`src/rtl/mc_pkg.sv`:
```
// mc_pkg: shared constants for the multicycle controller.
//   - opcode / funct field values of the supported instruction set
//   - FSM state enum (codes are externally visible on State)
//   - ALU control codes, AluSrcB and Pcsrc mux encodings
//   - instruction class enum produced by mc_decode
package mc_pkg;

  // Opcode field values
  localparam logic [5:0] OP_RTYPE = 6'b000000;
  localparam logic [5:0] OP_J     = 6'b000010;
  localparam logic [5:0] OP_JAL   = 6'b000011;
  localparam logic [5:0] OP_BEQ   = 6'b000100;
  localparam logic [5:0] OP_BNE   = 6'b000101;
  localparam logic [5:0] OP_ADDI  = 6'b001000;
  localparam logic [5:0] OP_ANDI  = 6'b001100;
  localparam logic [5:0] OP_ORI   = 6'b001101;
  localparam logic [5:0] OP_XORI  = 6'b001110;
  localparam logic [5:0] OP_LUI   = 6'b001111;
  localparam logic [5:0] OP_LW    = 6'b100011;
  localparam logic [5:0] OP_SW    = 6'b101011;

  // Funct field values (Op == OP_RTYPE)
  localparam logic [5:0] FN_ADD = 6'b100000;
  localparam logic [5:0] FN_SUB = 6'b100010;
  localparam logic [5:0] FN_AND = 6'b100100;
  localparam logic [5:0] FN_OR  = 6'b100101;
  localparam logic [5:0] FN_XOR = 6'b100110;
  localparam logic [5:0] FN_SLL = 6'b000000;
  localparam logic [5:0] FN_SRL = 6'b000010;
  localparam logic [5:0] FN_SRA = 6'b000011;
  localparam logic [5:0] FN_JR  = 6'b001000;

  // ALU control codes (cast to ALUC_W at the point of use)
  localparam int unsigned ALUC_ADD = 0;
  localparam int unsigned ALUC_AND = 1;
  localparam int unsigned ALUC_XOR = 2;
  localparam int unsigned ALUC_SLL = 3;
  localparam int unsigned ALUC_SUB = 4;
  localparam int unsigned ALUC_OR  = 5;
  localparam int unsigned ALUC_LUI = 6;
  localparam int unsigned ALUC_SRL = 7;
  localparam int unsigned ALUC_SRA = 15;

  // ALU operand B select
  localparam logic [1:0] SRCB_REGB    = 2'b00;
  localparam logic [1:0] SRCB_FOUR    = 2'b01;
  localparam logic [1:0] SRCB_IMM     = 2'b10;
  localparam logic [1:0] SRCB_IMM_SL2 = 2'b11;

  // Next-PC select
  localparam logic [1:0] PCSRC_ALU    = 2'b00;
  localparam logic [1:0] PCSRC_BRANCH = 2'b01;
  localparam logic [1:0] PCSRC_REGA   = 2'b10;
  localparam logic [1:0] PCSRC_JUMP   = 2'b11;

  typedef enum logic [2:0] {
    ST_IF  = 3'd0,
    ST_ID  = 3'd1,
    ST_EXE = 3'd2,
    ST_MEM = 3'd3,
    ST_WB  = 3'd4
  } state_e;

  typedef enum logic [3:0] {
    CL_ILLEGAL,
    CL_RALU,    // add sub and or xor
    CL_SHIFT,   // sll srl sra
    CL_JR,
    CL_IMM,     // addi andi ori xori lui
    CL_LW,
    CL_SW,
    CL_BEQ,
    CL_BNE,
    CL_J,
    CL_JAL
  } iclass_e;

endpackage

```
`src/rtl/mc_decode.sv`:
```
// mc_decode: purely combinational instruction classification.
//   op_i, func_i  : opcode / funct fields from the instruction register
//   iclass_o      : instruction class (CL_ILLEGAL when unsupported)
//   aluc_o        : ALU code for R-type and immediate ALU operations
//   sext_imm_o    : immediate is sign-extended in EXE (addi only)
//   legal_o       : instruction belongs to the supported set
module mc_decode
  import mc_pkg::*;
#(
  parameter int unsigned ALUC_W = 4
) (
  input  logic [5:0]        op_i,
  input  logic [5:0]        func_i,
  output iclass_e           iclass_o,
  output logic [ALUC_W-1:0] aluc_o,
  output logic              sext_imm_o,
  output logic              legal_o
);

  always_comb begin
    iclass_o   = CL_ILLEGAL;
    aluc_o     = '0;
    sext_imm_o = 1'b0;
    case (op_i)
      OP_RTYPE: begin
        case (func_i)
          FN_ADD: begin iclass_o = CL_RALU;  aluc_o = ALUC_W'(ALUC_ADD); end
          FN_SUB: begin iclass_o = CL_RALU;  aluc_o = ALUC_W'(ALUC_SUB); end
          FN_AND: begin iclass_o = CL_RALU;  aluc_o = ALUC_W'(ALUC_AND); end
          FN_OR:  begin iclass_o = CL_RALU;  aluc_o = ALUC_W'(ALUC_OR);  end
          FN_XOR: begin iclass_o = CL_RALU;  aluc_o = ALUC_W'(ALUC_XOR); end
          FN_SLL: begin iclass_o = CL_SHIFT; aluc_o = ALUC_W'(ALUC_SLL); end
          FN_SRL: begin iclass_o = CL_SHIFT; aluc_o = ALUC_W'(ALUC_SRL); end
          FN_SRA: begin iclass_o = CL_SHIFT; aluc_o = ALUC_W'(ALUC_SRA); end
          FN_JR:  iclass_o = CL_JR;
          default: ;
        endcase
      end
      OP_ADDI: begin
        iclass_o   = CL_IMM;
        aluc_o     = ALUC_W'(ALUC_ADD);
        sext_imm_o = 1'b1;
      end
      OP_ANDI: begin iclass_o = CL_IMM; aluc_o = ALUC_W'(ALUC_AND); end
      OP_ORI:  begin iclass_o = CL_IMM; aluc_o = ALUC_W'(ALUC_OR);  end
      OP_XORI: begin iclass_o = CL_IMM; aluc_o = ALUC_W'(ALUC_XOR); end
      OP_LUI:  begin iclass_o = CL_IMM; aluc_o = ALUC_W'(ALUC_LUI); end
      OP_LW:   iclass_o = CL_LW;
      OP_SW:   iclass_o = CL_SW;
      OP_BEQ:  iclass_o = CL_BEQ;
      OP_BNE:  iclass_o = CL_BNE;
      OP_J:    iclass_o = CL_J;
      OP_JAL:  iclass_o = CL_JAL;
      default: ;
    endcase
  end

  assign legal_o = (iclass_o != CL_ILLEGAL);

endmodule

```
`src/rtl/multicycle_ctrl.sv`:
```
// multicycle_ctrl: IF/ID/EXE/MEM/WB control FSM for a multicycle MIPS-like
// datapath with a unified memory.
//   Clk, Clrn             : clock, asynchronous active-low reset
//   Op, Func, Zero        : IR fields and ALU zero flag
//   MemReady              : memory access completes this cycle
//   Wpc, Wir, Wmem, Wreg  : write enables (forced low while Clrn is low)
//   Iord, AluSrcA/B, Aluc, Pcsrc, Shift, Regrt, Sext, M2reg, Jal : datapath
//   State                 : current state code; Illegal : undecodable in ID
// All outputs are combinational from State and the inputs.
module multicycle_ctrl
  import mc_pkg::*;
#(
  parameter int unsigned ALUC_W      = 4,
  parameter bit          MEM_WAIT_EN = 1'b1
) (
  input  logic              Clk,
  input  logic              Clrn,
  input  logic [5:0]        Op,
  input  logic [5:0]        Func,
  input  logic              Zero,
  input  logic              MemReady,
  output logic              Wpc,
  output logic              Wir,
  output logic              Wmem,
  output logic              Wreg,
  output logic              Iord,
  output logic              AluSrcA,
  output logic [1:0]        AluSrcB,
  output logic [ALUC_W-1:0] Aluc,
  output logic [1:0]        Pcsrc,
  output logic              Shift,
  output logic              Regrt,
  output logic              Sext,
  output logic              M2reg,
  output logic              Jal,
  output logic [2:0]        State,
  output logic              Illegal
);

  state_e            state_q, state_d;
  iclass_e           iclass;
  logic [ALUC_W-1:0] dec_aluc;
  logic              dec_sext_imm;
  logic              dec_legal;
  logic              mem_rdy;
  logic              wpc_raw, wir_raw, wmem_raw, wreg_raw, illegal_raw;

  mc_decode #(.ALUC_W(ALUC_W)) u_decode (
    .op_i       (Op),
    .func_i     (Func),
    .iclass_o   (iclass),
    .aluc_o     (dec_aluc),
    .sext_imm_o (dec_sext_imm),
    .legal_o    (dec_legal)
  );

  assign mem_rdy = MEM_WAIT_EN ? MemReady : 1'b1;

  // State register
  always_ff @(posedge Clk or negedge Clrn) begin
    if (!Clrn) state_q <= ST_IF;
    else       state_q <= state_d;
  end

  // Next-state logic; unreachable codes behave as IF
  always_comb begin
    state_d = ST_IF;
    case (state_q)
      ST_ID: begin
        case (iclass)
          CL_J, CL_JAL, CL_JR, CL_ILLEGAL: state_d = ST_IF;
          default:                         state_d = ST_EXE;
        endcase
      end
      ST_EXE: begin
        case (iclass)
          CL_LW, CL_SW:   state_d = ST_MEM;
          CL_BEQ, CL_BNE: state_d = ST_IF;
          default:        state_d = ST_WB;
        endcase
      end
      ST_MEM: begin
        if (!mem_rdy)              state_d = ST_MEM;
        else if (iclass == CL_LW)  state_d = ST_WB;
        else                       state_d = ST_IF;
      end
      ST_WB:   state_d = ST_IF;
      default: state_d = mem_rdy ? ST_ID : ST_IF;
    endcase
  end

  // Output logic; unreachable codes behave as IF
  always_comb begin
    wpc_raw     = 1'b0;
    wir_raw     = 1'b0;
    wmem_raw    = 1'b0;
    wreg_raw    = 1'b0;
    illegal_raw = 1'b0;
    Iord        = 1'b0;
    AluSrcA     = 1'b0;
    AluSrcB     = SRCB_REGB;
    Aluc        = '0;
    Pcsrc       = PCSRC_ALU;
    Shift       = 1'b0;
    Regrt       = 1'b0;
    Sext        = 1'b0;
    M2reg       = 1'b0;
    Jal         = 1'b0;
    case (state_q)
      ST_ID: begin
        // ALU computes the branch target while the instruction decodes
        AluSrcB = SRCB_IMM_SL2;
        Sext    = 1'b1;
        Aluc    = ALUC_W'(ALUC_ADD);
        case (iclass)
          CL_J: begin
            wpc_raw = 1'b1;
            Pcsrc   = PCSRC_JUMP;
          end
          CL_JAL: begin
            wpc_raw  = 1'b1;
            Pcsrc    = PCSRC_JUMP;
            wreg_raw = 1'b1;
            Jal      = 1'b1;
          end
          CL_JR: begin
            wpc_raw = 1'b1;
            Pcsrc   = PCSRC_REGA;
          end
          default: ;
        endcase
        illegal_raw = !dec_legal;
      end
      ST_EXE: begin
        AluSrcA = 1'b1;
        case (iclass)
          CL_BEQ, CL_BNE: begin
            Aluc    = ALUC_W'(ALUC_SUB);
            Pcsrc   = PCSRC_BRANCH;
            wpc_raw = (iclass == CL_BEQ) ? Zero : !Zero;
          end
          CL_LW, CL_SW: begin
            AluSrcB = SRCB_IMM;
            Sext    = 1'b1;
            Aluc    = ALUC_W'(ALUC_ADD);
          end
          CL_IMM: begin
            AluSrcB = SRCB_IMM;
            Sext    = dec_sext_imm;
            Aluc    = dec_aluc;
          end
          default: begin
            Shift = (iclass == CL_SHIFT);
            Aluc  = dec_aluc;
          end
        endcase
      end
      ST_MEM: begin
        Iord     = 1'b1;
        wmem_raw = (iclass == CL_SW) && mem_rdy;
      end
      ST_WB: begin
        wreg_raw = 1'b1;
        Regrt    = (iclass == CL_IMM) || (iclass == CL_LW);
        M2reg    = (iclass == CL_LW);
      end
      default: begin
        AluSrcB = SRCB_FOUR;
        Aluc    = ALUC_W'(ALUC_ADD);
        wpc_raw = mem_rdy;
        wir_raw = mem_rdy;
      end
    endcase
  end

  // Reset gates the write enables directly so nothing is written while
  // Clrn is low, even though State already reads IF.
  assign Wpc     = wpc_raw     & Clrn;
  assign Wir     = wir_raw     & Clrn;
  assign Wmem    = wmem_raw    & Clrn;
  assign Wreg    = wreg_raw    & Clrn;
  assign Illegal = illegal_raw & Clrn;
  assign State   = state_q;

endmodule

```
`config.mk`:
```
export PLATFORM = sky130hd
export DESIGN_NAME = multicycle_ctrl
export DESIGN_NICKNAME = d
export VERILOG_FILES = /design/src/rtl/mc_pkg.sv /design/src/rtl/mc_decode.sv /design/src/rtl/multicycle_ctrl.sv
export SDC_FILE = /design/constraint.sdc
export NUM_CORES = 1
export LEC_CHECK = 0
export ABC_AREA = 1
export CORE_MARGIN = 10
export CORE_UTILIZATION = 42
export DETAILED_ROUTE_END_ITERATION = 8
export GPL_ROUTABILITY_DRIVEN = 0
export GPL_TIMING_DRIVEN = 0
export MAX_ROUTING_LAYER = met4
export PLACE_DENSITY = 0.87
export REMOVE_ABC_BUFFERS = 1
export SYNTH_ARGS = -nofsm -noshare
export SYNTH_HDL_FRONTEND = slang
export SYNTH_SLANG_ARGS = --single-unit
```
`constraint.sdc`:
```
create_clock -name Clk -period 3.5 [get_ports Clk]
set_clock_uncertainty 0.1 [all_clocks]
set_input_delay 0.525 -clock Clk [delete_from_list [all_inputs] [get_ports Clk]]
set_output_delay 0.525 -clock Clk [all_outputs]
set_load 0.02 [all_outputs]
```
==> results of run 1 <==
routing by layer:
layer	up-vias	GRT usage (%)	wire, um	share of wire [%]
met5	-	-	0	0
met3	2	3.25	199	7.5
met1	496	14.4	1110	42
met4	0	4.46	16	0.61
li1	560	-	-	-
met2	49	27.8	1320	50
final cells by class:
| class | count | area share (%) |
|---|---|---|
| multi-input combinational | 112 | 48.4 |
| inverter | 27 | 8.54 |
| sequential | 3 | 6.33 |
| timing repair buffer | 38 | 32.7 |
| clock buffer | 4 | 2.22 |
| tap | 17 | 1.79 |
timing repair:
| action | CTS | global route |
|---|---|---|
| endpoints found under the hold margin | 0 | 0 |
| endpoints found under the setup margin | 1 | 3 |
| gates resized for setup | 1 | 7 |
| gates cloned | 0 | 1 |
| pin swaps | 0 | 2 |
cell usage in the layout, fill, tap and decap left out:
| cell | Yosys | routed |
|---|---|---|
| dlymetal6s2s_1 | 0 | 3 |
| nand2_2 | 3 | 3 |
| nor2_1 | 25 | 22 |
| nand2_1 | 27 | 27 |
| and3_4 | 1 | 1 |
| xor2_1 | 1 | 1 |
| a22oi_1 | 1 | 1 |
| nor2_4 | 1 | 3 |
| nor3_1 | 4 | 4 |
| inv_2 | 1 | 1 |
| clkdlybuf4s50_1 | 0 | 35 |
| a31oi_1 | 2 | 2 |
| nor4_1 | 2 | 2 |
| clkbuf_4 | 0 | 3 |
| dfrtp_1 | 3 | 3 |
| nand3_2 | 2 | 2 |
| clkbuf_1 | 0 | 1 |
| o21ai_1 | 1 | 1 |
| a211oi_1 | 1 | 1 |
| a32oi_1 | 1 | 1 |
| a21oi_1 | 2 | 2 |
| nand3_1 | 23 | 23 |
| nor3_2 | 1 | 1 |
| inv_1 | 26 | 26 |
| nand4_1 | 4 | 4 |
| o21ai_0 | 5 | 5 |
| o211ai_1 | 1 | 1 |
| nor2_2 | 3 | 5 |
report_power, final:
part	leakage (uW)	switching, uW	total, uW	internal (uW)
Sequential	0.0000394	13.0	59.0	46.0
Clock	0.0000150	24.0	67.1	43.1
Combinational	0.000536	177	301	124
stage by stage:
step           cell area, um^2  power, uW
6_report                  1190        427
5_1_grt                   1190        463
4_1_cts                   1160        427
3_5_place_dp              1130        358
3_3_place_gp              1130        352
2_1_floorplan              727        217
cell families after synthesis:
kind of cell           after synthesis
AND/OR/NAND/NOR                     96
buffers and inverters               28
AO/OA/AOI/OAI                       14
flip-flops                           3
XOR/XNOR                             1
path summary, 6_finish.rpt:
kind / from / to / slack, ns / cells after the start
worst max-delay path: Op[4] / Wmem / 0.16 / 10
worst min-delay path: Clrn / State[2] / 0.37 / 1
worst max register to register: State[1] / State[2] / 1.97 / 6
worst min register to register: State[2] / State[1] / 0.56 / 3
max in group asynchronous: Clrn / State[0] / 2.78 / 1
min in group Clk: State[2] / State[1] / 0.56 / 3
==> flow_metrics.env, run 1 <==
export IMPL_status="completed"
export IMPL_path_clk_slew_ns=0.04
export IMPL_grt_pass1_wl_um=4260
export IMPL_via_count=1107
export IMPL_grt_pass1_vias=1046
export IMPL_routedWlPerCell_um=13.1
export IMPL_required_ns=2.87
export IMPL_irDropWorstVdd_mv=0.159
export IMPL_max_freq_ghz=0.300
export IMPL_cts_made_buffers=3
export IMPL_grt_max_degree=13
export IMPL_synth_most_common_cell="nand2_1"
export IMPL_relSlewSlack_pct=74.1
export IMPL_max_cap_viol_count=0
export IMPL_die_x_um=61.9
export IMPL_vias_per_cell=5.51
export IMPL_track_usage_pct=14.6
export IMPL_synth_top_family_by_area="simple AND/OR/NAND/NOR gates"
export IMPL_synth_edf_count=0
export IMPL_multi_input_area_um2=574
export IMPL_drtIter0Drc=25
export IMPL_seq_area_um2=75.1
export IMPL_diodes=0
export IMPL_setup_tns_ns=0
export IMPL_tightest_slew_ns=0.386
export IMPL_yosys_top_cells_area="nand3_1 (16%), nand2_1 (14%), inv_1 (13%)"
export IMPL_clockRootBuffer="clkbuf_4"
export IMPL_area_growth_pct=60.7
export IMPL_first_pass_iters=4
export IMPL_p_leak_uw=0.000590
export IMPL_setup_viol=0
export IMPL_fin_crit_ns=3.34
export IMPL_syn_area_per_cell_um2=5.20
export IMPL_cts_htree_levels=1
export IMPL_slowest_stage="clkdlybuf4s50_1"
export IMPL_rsz0062_at_grt="false"
export IMPL_crit_family="buffers and inverters"
export IMPL_synth_ff_type="dfrtp_1"
export IMPL_critPathKind="primary input to primary output"
export IMPL_yosys_area_share_adder_pct=0
export IMPL_worst_setup_path_start_kind="primary input"
export IMPL_cts_num_sinks=3
export IMPL_crit_path_max_fanout=6
export IMPL_cts_max_path_buffers=2
export IMPL_powerDensity_nw_per_um2=360
export IMPL_wl_um=2640
export IMPL_drive_gt1_share_pct=10.3
export IMPL_cts_tree="done"
export IMPL_yosys_area_top_type_share_pct=15.6
export IMPL_die_y_um=61.9
export IMPL_ios=39
export IMPL_worstPathCellList="clkdlybuf4s50_1 > nor2_2 > nand3_2 > nand2_2 > nor2_1 > nand3_1 > inv_1 > nand2_1 > nor4_1 > clkdlybuf4s50_1"
export IMPL_synth_area_um2=738
export IMPL_crit_buf_inv=3
export IMPL_synth_distinct_cells=25
export IMPL_design_core_area_um2=1690
export IMPL_dp_slack_ns=0.00811
export IMPL_dieArea_um2=3830
export IMPL_rows=15
export IMPL_holdBufCountCts=0
export IMPL_fin_util_pct=70.2
export IMPL_clock_latency_ns=0.24
export IMPL_yosys_top_cells_count="nand2_1 (27), inv_1 (26), nor2_1 (25)"
export IMPL_ys_seq_elements=3
export IMPL_async_flop_share_pct=100
export IMPL_min_period_over_period_pct=95.4
export IMPL_num_nets_final=201
export IMPL_yosys_area_share_simple_pct=62.0
export IMPL_post_cts_buffers=0
export IMPL_nFillCells=160
export IMPL_yosysSeqAreaShare_pct=10.2
export IMPL_finalHoldViolations=0
export IMPL_synth_top_area_cell="nand3_1"
export IMPL_grt_overflow_total=0
export IMPL_antenna_left=0
export IMPL_io_buffers=38
export IMPL_largest_register_ff_count=3
export IMPL_drc=0
export IMPL_critPathMaxStageDelay_ns=0.67
export IMPL_yosys_warnings=0
export IMPL_synthCells=142
export IMPL_holdWs_ns=0.369
export IMPL_drv_slew=0
export IMPL_synth_compound_area_share_pct=11.4
export IMPL_synthMuxAreaShare_pct=0
export IMPL_fin_ws_ns=0.163
export IMPL_crit_top_cell="clkdlybuf4s50_1"
export IMPL_cp_end_kind="primary output"
export IMPL_fin_cells=201
export IMPL_start_util_pct=43.7
export IMPL_antenna_found_initial=0
export IMPL_synth_xor_area_share_pct=1.19
export IMPL_placed_cells=196
export IMPL_hold_path_class="primary input to asynchronous set/reset pin"
export IMPL_hpwl_um=2150
export IMPL_cp_arrival_ns=2.71
(Power assumes the default switching activity.)
==> run 2: changes to the inputs <==
--- a/config.mk
+++ b/config.mk
@@ -7,13 +7,15 @@
 export LEC_CHECK = 0
 export ABC_AREA = 1
 export CORE_MARGIN = 10
-export CORE_UTILIZATION = 42
+export CORE_UTILIZATION = 45
 export DETAILED_ROUTE_END_ITERATION = 8
+export DONT_BUFFER_PORTS = 1
 export GPL_ROUTABILITY_DRIVEN = 0
 export GPL_TIMING_DRIVEN = 0
 export MAX_ROUTING_LAYER = met4
-export PLACE_DENSITY = 0.87
+export PLACE_DENSITY = 0.62
 export REMOVE_ABC_BUFFERS = 1
+export SLEW_MARGIN = 20
 export SYNTH_ARGS = -nofsm -noshare
 export SYNTH_HDL_FRONTEND = slang
 export SYNTH_SLANG_ARGS = --single-unit
==> run 2 against run 1 <==
Global-route usage is 3.0 points lower. Worst hold slack worse by 0.024 ns. Largest power group unchanged. Sequential power is 27% higher. Highest routed layer is now met3. Routed wire length is 14% lower.
==> flow_metrics.env, run 2 (synthesis results as in run 1) <==
export IMPL_crit_path_max_fanout=6
export IMPL_crit_cells=6
export IMPL_slowest_stage="a211oi_1"
export IMPL_clock_latency_ns=0.23
export IMPL_dp_slack_ns=0.558
export IMPL_powerDensity_nw_per_um2=401
export IMPL_rsz0062_at_grt="false"
export IMPL_num_nets_final=163
export IMPL_worst_setup_path_start_kind="flip-flop"
export IMPL_fin_util_pct=51.4
export IMPL_p_leak_uw=0.000418
export IMPL_fin_ws_ns=0.365
export IMPL_hold_path_cell_count=2
export IMPL_mostFrequentLayoutCell="nand2_1"
export IMPL_start_util_pct=48.4
export IMPL_grt_max_degree=13
export IMPL_hpwl_um=1970
export IMPL_routedWlPerCell_um=14.1
export IMPL_hold_path_class="primary input to flip-flop"
export IMPL_io_buffers=0
export IMPL_holdBufCountCts=1
export IMPL_cts_num_sinks=3
export IMPL_cts_max_path_buffers=2
export IMPL_die_y_um=60.5
export IMPL_placed_cells=157
export IMPL_path_clk_slew_ns=0.04
export IMPL_cp_arrival_ns=2.51
export IMPL_grt_overflow_total=0
export IMPL_vias_per_cell=5.37
export IMPL_drc=0
export IMPL_max_freq_ghz=0.319
export IMPL_setup_viol=0
export IMPL_grt_pass1_vias=787
export IMPL_status="completed"
export IMPL_finalHoldViolations=0
export IMPL_dieArea_um2=3660
export IMPL_fin_cells=162
export IMPL_cts_tree="done"
export IMPL_fin_crit_ns=3.13
export IMPL_rows=14
export IMPL_die_x_um=60.5
export IMPL_worstPathCellList="inv_1 > nor2_1 > inv_1 > nor2_1 > nand4_1 > a211oi_1"
export IMPL_tightest_slew_ns=0.935
export IMPL_crit_family="simple AND/OR/NAND/NOR gates"
export IMPL_r2r_cells=6
export IMPL_power_total_uw=314
export IMPL_crit_start="State[1]"
export IMPL_first_pass_iters=4
export IMPL_diodes=0
export IMPL_critPathMaxStageDelay_ns=0.65
export IMPL_irDropWorstVdd_mv=0.214
export IMPL_drv_slew=0
export IMPL_max_cap_viol_count=0
export IMPL_track_usage_pct=11.6
export IMPL_grt_use_met3_pct=3.13
export IMPL_grt_busiest_layer="met2"
export IMPL_final_cell_mix="nand2_1 (27), inv_1 (26), nor2_1 (25)"
export IMPL_ios=39
export IMPL_cp_end_kind="primary output"
export IMPL_min_delay_start="MemReady"
export IMPL_largest_register_ff_count=3
export IMPL_drive_gt1_share_pct=10.3
export IMPL_cts_resized=0
export IMPL_post_cts_buffers=0
export IMPL_via_count=870
export IMPL_min_period_over_period_pct=89.6
export IMPL_antenna_left=0
export IMPL_antenna_found_initial=0
export IMPL_use_met1_pct=13.5
export IMPL_use_met2_pct=19.3
export IMPL_relSlewSlack_pct=37.1
export IMPL_crit_buf_inv=2
export IMPL_r2r_start="State[1]"
export IMPL_grt_pass1_wl_um=3410
export IMPL_cts_made_buffers=3
export IMPL_drtIter0Drc=34
export IMPL_critPathKind="flip-flop to primary output"
export IMPL_area_growth_pct=6.10
export IMPL_clockRootBuffer="clkbuf_4"
export IMPL_required_ns=2.87
export IMPL_setup_tns_ns=0
export IMPL_wl_um=2280
export IMPL_design_core_area_um2=1520
export IMPL_cts_htree_levels=1
-- run 2: layer usage --
metal / wire (um) / vias up
met5: 0 / -
met4: 0 / 0
met3: 250 / 0
met2: 1060 / 27
met1: 968 / 370
li1: - / 473
-- run 2: where the power goes --
group	switching (uW)	leakage (uW)	internal, uW	total (uW)
Sequential	29.4	0.0000394	45.7	75.2
Clock	17.7	0.0000150	42.7	60.4
Combinational	141	0.000364	36.9	178
-- run 2: per-stage QoR --
stage / hold WS (ns) / instance area, um^2
2_1_floorplan: 0.129 / 727
3_3_place_gp: 0.130 / 747
3_5_place_dp: 0.130 / 747
4_1_cts: 0.342 / 783
5_1_grt: 0.351 / 783
6_report: 0.345 / 783
-- run 2: worst register-to-register path: cells and delay by family, from the launching register on --
| kind | cells | cell delay [ns] |
|---|---|---|
| simple gates | 4 | 1.10 |
| flops | 1 | 0.51 |
| buf+inv | 2 | 0.15 |
-- run 2: cell type report --
cell class / count / area (um^2)
Clock buffer: 4 / 26.3
Fill cell: 169 / 741
Sequential cell: 3 / 75.1
Tap cell: 16 / 20.0
Inverter: 27 / 101
Multi-Input combinational cell: 111 / 551
Timing Repair Buffer: 1 / 10.0
-- run 2: path summary, 6_finish.rpt --
check	endpoint	slack, ns
min reg2reg	State[1]	0.70
max in group asynchronous	State[0]	2.72
max reg2reg	State[2]	1.57
min in group asynchronous	State[2]	0.44
min	State[2]	0.35
max	Aluc[3]	0.37
==> run 3: changes to the inputs <==
--- a/config.mk
+++ b/config.mk
@@ -6,15 +6,14 @@
 export NUM_CORES = 1
 export LEC_CHECK = 0
 export ABC_AREA = 1
-export CORE_MARGIN = 10
-export CORE_UTILIZATION = 45
+export CORE_MARGIN = 8
+export CORE_UTILIZATION = 39
 export DETAILED_ROUTE_END_ITERATION = 8
 export DONT_BUFFER_PORTS = 1
 export GPL_ROUTABILITY_DRIVEN = 0
 export GPL_TIMING_DRIVEN = 0
 export MAX_ROUTING_LAYER = met4
-export PLACE_DENSITY = 0.62
-export REMOVE_ABC_BUFFERS = 1
+export PLACE_DENSITY = 0.55
 export SLEW_MARGIN = 20
 export SYNTH_ARGS = -nofsm -noshare
 export SYNTH_HDL_FRONTEND = slang
==> run 3 against run 2 <==
Clock power fell by 1%. Final area is 2.9% higher. Non-clock buffer count rose by 1. Worst hold slack about the same. Maximum frequency up 0.73%. Sequential share of layout area shrank 0.27 points. Routed wire length is 1.3% lower. Count of clock-buffer cells in the layout stayed put. Critical path depth did not move. Combinational power is essentially flat. First-iteration DRC count grew 15%. Critical endpoint unchanged.
==> flow_metrics.env, run 3 (synthesis results as in run 1) <==
export IMPL_clock_latency_ns=0.23
export IMPL_via_count=903
export IMPL_hpwl_um=1930
export IMPL_tightest_slew_ns=0.967
export IMPL_design_core_area_um2=1750
export IMPL_dieArea_um2=3540
export IMPL_cts_num_sinks=3
export IMPL_die_y_um=59.5
export IMPL_hold_path_class="primary input to flip-flop"
export IMPL_worst_setup_path_start_kind="flip-flop"
export IMPL_cts_max_path_buffers=2
export IMPL_vias_per_cell=5.25
export IMPL_finalHoldViolations=0
export IMPL_cts_tree="done"
export IMPL_powerDensity_nw_per_um2=386
export IMPL_path_clk_slew_ns=0.03
export IMPL_grt_pass1_vias=862
export IMPL_drv_slew=0
export IMPL_die_x_um=59.5
export IMPL_routedWlPerCell_um=13.1
export IMPL_antenna_found_initial=0
export IMPL_clockRootBuffer="clkbuf_4"
export IMPL_cts_made_buffers=3
export IMPL_max_cap_viol_count=0
export IMPL_antenna_left=0
export IMPL_irDropWorstVdd_mv=0.265
export IMPL_ios=39
export IMPL_rows=15
export IMPL_holdWs_ns=0.345
export IMPL_p_leak_uw=0.000425
export IMPL_start_util_pct=42.3
export IMPL_mostFrequentLayoutCell="nand2_1"
export IMPL_min_period_over_period_pct=88.9
export IMPL_wl_um=2250
export IMPL_critPathKind="flip-flop to primary output"
export IMPL_num_nets_final=164
export IMPL_cts_resized=0
export IMPL_largest_register_ff_count=3
export IMPL_diodes=0
export IMPL_grt_max_degree=11
export IMPL_setup_tns_ns=0
export IMPL_relSlewSlack_pct=34.9
export IMPL_fin_util_pct=46.2
export IMPL_syn_nets=158
export IMPL_track_usage_pct=13.3
export IMPL_first_pass_iters=4
export IMPL_grt_overflow_total=0
export IMPL_drive_gt1_share_pct=10.9
export IMPL_r2r_cells=6
export IMPL_rrSetupSlack_ns=1.57
export IMPL_hold_path_cell_count=2
export IMPL_cp_arrival_ns=2.49
export IMPL_final_cell_mix="nand2_1 (27), inv_1 (26), nor2_1 (25)"
export IMPL_io_buffers=0
export IMPL_status="completed"
export IMPL_setup_viol=0
export IMPL_cp_end_kind="primary output"
export IMPL_grt_pass1_wl_um=3760
export IMPL_area_growth_pct=9.15
export IMPL_drtIter0Drc=39
export IMPL_fin_crit_ns=3.11
export IMPL_rsz0062_at_grt="false"
export IMPL_max_freq_ghz=0.321
export IMPL_required_ns=2.87
export IMPL_drc=0
export IMPL_nFillCells=205
export IMPL_cts_htree_levels=1
export IMPL_crit_path_max_fanout=6
export IMPL_multi_input_area_um2=551
export IMPL_seq_area_um2=75.1
run 3: worst max-delay path, cell delays in order (launching register included):
cell and delay (ns):
dfrtp_1 0.51, inv_1 0.08, nor2_1 0.13, inv_1 0.07, nor2_1 0.54, nand4_1 0.30
a211oi_1 0.63
run 3: per-stage QoR:
stage	total power [uW]	cell area (um^2)	cells	worst slack [ns]
finish	311	806	172	0.388
global route	345	806	172	0.0968
global placement	249	769	167	0.612
CTS	314	806	172	0.357
detailed placement	251	769	167	0.606
floorplan	218	738	142	0.932
run 3: per-layer routing:
layer	track usage, %	vias to the layer above	routed length (um)
li1	-	479	-
met5	-	-	0
met4	2.04	0	0
met1	15.6	395	998
met3	3.69	0	209
met2	22.5	29	1040
run 3: final cells by class:
class / instances / area share (%)
clock buffers: 4 / 3.26
flip-flops and latches: 3 / 9.32
inverters: 27 / 12.6
repair buffers: 1 / 1.24
well taps: 25 / 3.88
plain buffers: 1 / 1.40
multi-input cells: 111 / 68.3
run 3: power by group:
| part | switching (uW) | internal [uW] | leakage, uW | total [uW] |
|---|---|---|---|---|
| Clock | 16.9 | 42.6 | 0.0000150 | 59.5 |
| Combinational | 139 | 38.0 | 0.000370 | 177 |
| Sequential | 28.6 | 45.8 | 0.0000394 | 74.4 |
run 3: path summary, 6_finish.rpt:
check,startpoint,endpoint
worst min-delay path,MemReady,State[2]
worst min register to register,State[2],State[1]
min in group asynchronous,Clrn,State[0]
max in group asynchronous,Clrn,State[2]
worst max register to register,State[1],State[2]
worst max-delay path,State[1],Aluc[3]
run 3: timing repair:
item                      CTS  global route
hold buffers                1             0
hold endpoints to repair    3             0
setup buffers               0             0
